==> config.mk <==
export PLATFORM = sky130hd
export DESIGN_NAME = stream_parity_acc
export DESIGN_NICKNAME = d
export VERILOG_FILES = /design/src/rtl/stream_parity_acc.sv
export SDC_FILE = /design/constraint.sdc
export NUM_CORES = 1
export LEC_CHECK = 0
export BUFFER_PORTS_ARGS = -buffer_cell sky130_fd_sc_hd__buf_2
export CAP_MARGIN = 15
export CORE_ASPECT_RATIO = 1.25
export CORE_MARGIN = 5
export CORE_UTILIZATION = 26
export CTS_CLUSTER_DIAMETER = 150
export CTS_CLUSTER_SIZE = 16
export DETAILED_ROUTE_END_ITERATION = 6
export MAX_ROUTING_LAYER = met4
export PLACE_DENSITY = 0.43
export SETUP_SLACK_MARGIN = 0.4
export SLEW_MARGIN = 20
export SYNTH_ARGS = -nofsm -noshare
export SYNTH_HDL_FRONTEND = slang
export SYNTH_SLANG_ARGS = --single-unit
export TNS_END_PERCENT = 20
==> constraint.sdc <==
create_clock -name clk -period 1.8 [get_ports clk]
set_input_delay 0.27 -clock clk [delete_from_list [all_inputs] [get_ports clk]]
set_output_delay 0.27 -clock clk [all_outputs]
set_load 0.1 [all_outputs]
==> src/rtl/stream_parity_acc.sv <==
// Streaming frame parity accumulator.
// Every accepted word is XOR-reduced into a running frame parity; the last
// beat of a frame loads a one-entry result buffer (parity, saturating beat
// count, overflow flag) that drains under valid/ready backpressure.
module stream_parity_acc #(
    parameter int WIDTH = 8,
    parameter int CNT_W = 8
) (
    input  logic             clk,
    input  logic             rst,
    input  logic             in_valid,
    output logic             in_ready,
    input  logic [WIDTH-1:0] in_data,
    input  logic             in_last,
    input  logic             odd_mode,
    output logic             out_valid,
    input  logic             out_ready,
    output logic             out_parity,
    output logic [CNT_W-1:0] out_count,
    output logic             out_ovf
);

    // Frame-in-progress state, never visible until the last beat.
    logic             r_acc;
    logic [CNT_W-1:0] r_cnt;
    logic             r_ovf;

    // Result buffer.
    logic             r_out_valid;
    logic             r_out_parity;
    logic [CNT_W-1:0] r_out_count;
    logic             r_out_ovf;

    logic             w_accept;
    logic             w_pop;
    logic             w_par;
    logic             w_cnt_max;
    logic [CNT_W-1:0] w_cnt_next;
    logic             w_ovf_next;

    // A full buffer that is being drained this cycle can still take a beat.
    assign in_ready   = !r_out_valid || out_ready;
    assign w_accept   = in_valid && in_ready;
    assign w_pop      = r_out_valid && out_ready;

    // Running parity including the current word, and the saturating count.
    assign w_par      = r_acc ^ (^in_data);
    assign w_cnt_max  = &r_cnt;
    assign w_cnt_next = w_cnt_max ? r_cnt : r_cnt + CNT_W'(1);
    assign w_ovf_next = r_ovf || w_cnt_max;

    // Accumulate non-final beats; clear frame state when the frame closes.
    always_ff @(posedge clk) begin
        if (rst) begin
            r_acc <= 1'b0;
            r_cnt <= '0;
            r_ovf <= 1'b0;
        end else if (w_accept) begin
            if (in_last) begin
                r_acc <= 1'b0;
                r_cnt <= '0;
                r_ovf <= 1'b0;
            end else begin
                r_acc <= w_par;
                r_cnt <= w_cnt_next;
                r_ovf <= w_ovf_next;
            end
        end
    end

    // Load the result on the last beat; fields hold after a pop.
    always_ff @(posedge clk) begin
        if (rst) begin
            r_out_valid  <= 1'b0;
            r_out_parity <= 1'b0;
            r_out_count  <= '0;
            r_out_ovf    <= 1'b0;
        end else if (w_accept && in_last) begin
            r_out_valid  <= 1'b1;
            r_out_parity <= w_par ^ odd_mode;
            r_out_count  <= w_cnt_next;
            r_out_ovf    <= w_ovf_next;
        end else if (w_pop) begin
            r_out_valid  <= 1'b0;
        end
    end

    assign out_valid  = r_out_valid;
    assign out_parity = r_out_parity;
    assign out_count  = r_out_count;
    assign out_ovf    = r_out_ovf;

endmodule

==> metrics.yaml <==
min_path_type: "in -> reg"
slew_headroom_pct: 68.2
gp_congestion: 0.846
dieArea_um2: 5600
rows: 26
path_max_fanout: 4
initial_utilization_pct: 26.8
synth_nets: 126
setup_tns_ns: 0
drive_gt1_share_pct: 40.1
drc_errors: 0
fin_skew_ns: 0.00183
die-height_um: 82.4
r2r_slack_ns: 0.28
multiInputGateArea_um2: 676
fp.dieW_um: 67.9
min_from: "out_ready"
final_cells: 198
netlist_instances: 111
cp.arrival_ns: 1.70
ant_nets: 0
path_cells: "ha_4 > nand4_1 > o2111ai_2 > or4_1 > a31oi_1"
crit_required_ns: 1.98
max_stage_delay_ns: 0.48
place_inst: 188
p_leak_nw: 0.536
numClockSinks: 21
root_buffer: "clkbuf_8"
crit_buf_inv: 0
antenna_found_initial: 0
io_buffers: 25
crit_family: "simple AND/OR/NAND/NOR gates"
synth_cell_types: 44
tritoncts: "done"
synth_area_um2: 1090
grt_setup_unrepaired: "yes"
r2r_start: "r_cnt[1]"
post_synth.cell_area_avg_um2: 9.83
fillers: 422
worstMarginPinSlew_ns: 0.475
final.min_clock_period_ns: 1.52
grt_usage_pct: 10.9
crit_path_top_delay_cell: "or4_1"
maxCapViolCount: 0
io_pins: 26
gr-total-overflow: 0
wl_per_cell_um: 13.4
fin_area_um2: 1400
nNetsFinal: 158
layout_common_cells: "25 x buf_2, 15 x dfxtp_1, 8 x nand2_1, 7 x a21oi_1, 7 x buf_4"
wl_mm: 2.65
vias: 980
hold_path_end: "out_valid"
clkTransAtPathRegs_ns: 0.07
startpoint_type: "flip-flop"
endpoint_kind: "flip-flop"
outcome: "complete, no violations"
placed_area_um2: 1280
ir_drop_mv: 0.241
dp_hpwl_mm: 2.00
ys_seq_elements: 21
p_per_area_nw_per_um2: 705
hold_depth: 3
setup_viol: 0
rr_endpoint: "r_cnt[3]"
grt_start_max_net_pins: 15
worstSkewPairLatency_ns: 0.25
syn_to_final_growth_pct: 28.4
yosysWarnings: 0
hold_buffers: 0
n_antenna_cell: 0
drt-initial-drc-count: 35
viasPerCell: 4.95
coreArea_um2: 4070
first_pass_iters: 4
crit_type: "reg -> reg"
grt_pass1_wl_mm: 4.52
hold_viol: 0
slew_violations: 0
fmax_mhz: 659
cts_buffers: 3
h-tree-depth: 1
period_share_pct: 84.3
rr_worst_depth: 5
grt_pass1_vias: 953
clk_path_buf_depth: 2
layout_commonest_cell: "buf_2"
ys_seq_area_share_pct: 38.5
regArea_um2: 433
cells by family after synthesis:
group                      share of synthesized area (%)
and+or+nand+nor                                     21.9
buffers and inverters                               3.78
DFF                                                 38.5
adders and majority gates                           1.15
muxes                                              0.917
xor gates and xnor gates                            11.4
AOI/OAI and AO/OA                                   22.4
registers in the layout, indices dropped and copies added, names as in the netlist:
name        flops
out_parity      1
out_ovf         1
out_valid       1
r_ovf           1
out_count       8
r_acc           1
r_cnt           8
metrics by stage:
step,power (mW),util [%],hold WS [ns],setup WS (ns)
CTS,1.01,34.4,0.346,0.306
floorplan,0.658,-,0.437,0.193
global placement,0.696,31.5,0.443,0.213
global route,1.04,34.5,0.360,0.184
detailed placement,0.698,31.5,0.448,0.172
finish,0.988,34.5,0.347,0.282
worst max-delay path by stage:
stage | start | endpoint | cells past startpoint
after global routing | r_cnt[3] | r_cnt[0] | 5
after floorplan | out_valid | out_count[0] | 5
after detailed placement | r_cnt[1] | r_cnt[6] | 5
after CTS | r_cnt[1] | r_cnt[3] | 5
final | r_cnt[1] | r_cnt[3] | 5
after global placement | r_cnt[1] | out_count[3] | 5
layer usage:
metal	track usage [%]	part of all wire (%)	wire length, µm	up-vias
met1	12.5	41	1100	481
met5	-	0	0	-
met3	1.76	2.7	72	4
li1	-	-	-	483
met4	3.58	1.3	34	0
met2	19.3	55	1450	12
power by group:
group	internal, mW	total [mW]	switching, mW
Clock	0.157	0.302	0.144
Combinational	0.0815	0.205	0.123
Sequential	0.474	0.481	0.00731
tightest hold or removal path, delay by kind of cell:
kind	cells	cell delay, ns
and+or+nand+nor	1	0.15
buffers and inverters	1	0.08
AOI/OAI and AO/OA	1	0.06
synthesized netlist by cell type (all sizes together):
cell / instances / area [µm²]
a31o: 1 / 8.76
or3b: 1 / 8.76
a32oi: 1 / 8.76
nor3: 2 / 10.0
nand3: 6 / 35.0
o2111ai: 1 / 15.0
nand3b: 4 / 30.0
a32o: 2 / 20.0
clkbuf: 2 / 17.5
xnor3: 2 / 45.0
nand2: 9 / 33.8
or2: 3 / 18.8
nor2: 6 / 22.5
a21oi: 8 / 43.8
nor4: 1 / 6.26
a311oi: 1 / 8.76
o211ai: 1 / 7.51
and2: 1 / 6.26
xor2: 3 / 26.3
or4: 2 / 15.0
nand2b: 2 / 20.0
nand4: 1 / 6.26
xnor2: 6 / 52.6
o41ai: 1 / 8.76
buf: 3 / 23.8
dfxtp: 21 / 420
and3: 2 / 17.5
and3b: 1 / 8.76
ha: 1 / 12.5
o311ai: 1 / 8.76
a22o: 4 / 35.0
a211oi: 2 / 20.0
o21ai: 1 / 5.00
o2bb2ai: 4 / 35.0
mux2i: 1 / 10.0
a31oi: 3 / 18.8
area by class of cell:
| class | instances | area share, % |
|---|---|---|
| Multi-Input combinational cell | 85 | 48.2 |
| Clock buffer | 4 | 3.21 |
| Timing Repair Buffer | 32 | 12.7 |
| Tap cell | 56 | 5.00 |
| Sequential cell | 21 | 30.9 |
repair_timing:
| item | in CTS | in global routing |
|---|---|---|
| setup endpoints to repair | 13 | 16 |
| pin swaps | 4 | 0 |
| resized for setup | 7 | 3 |
| buffers inserted | 6 | 0 |
Note: power is estimated with default switching activity, not from simulation.
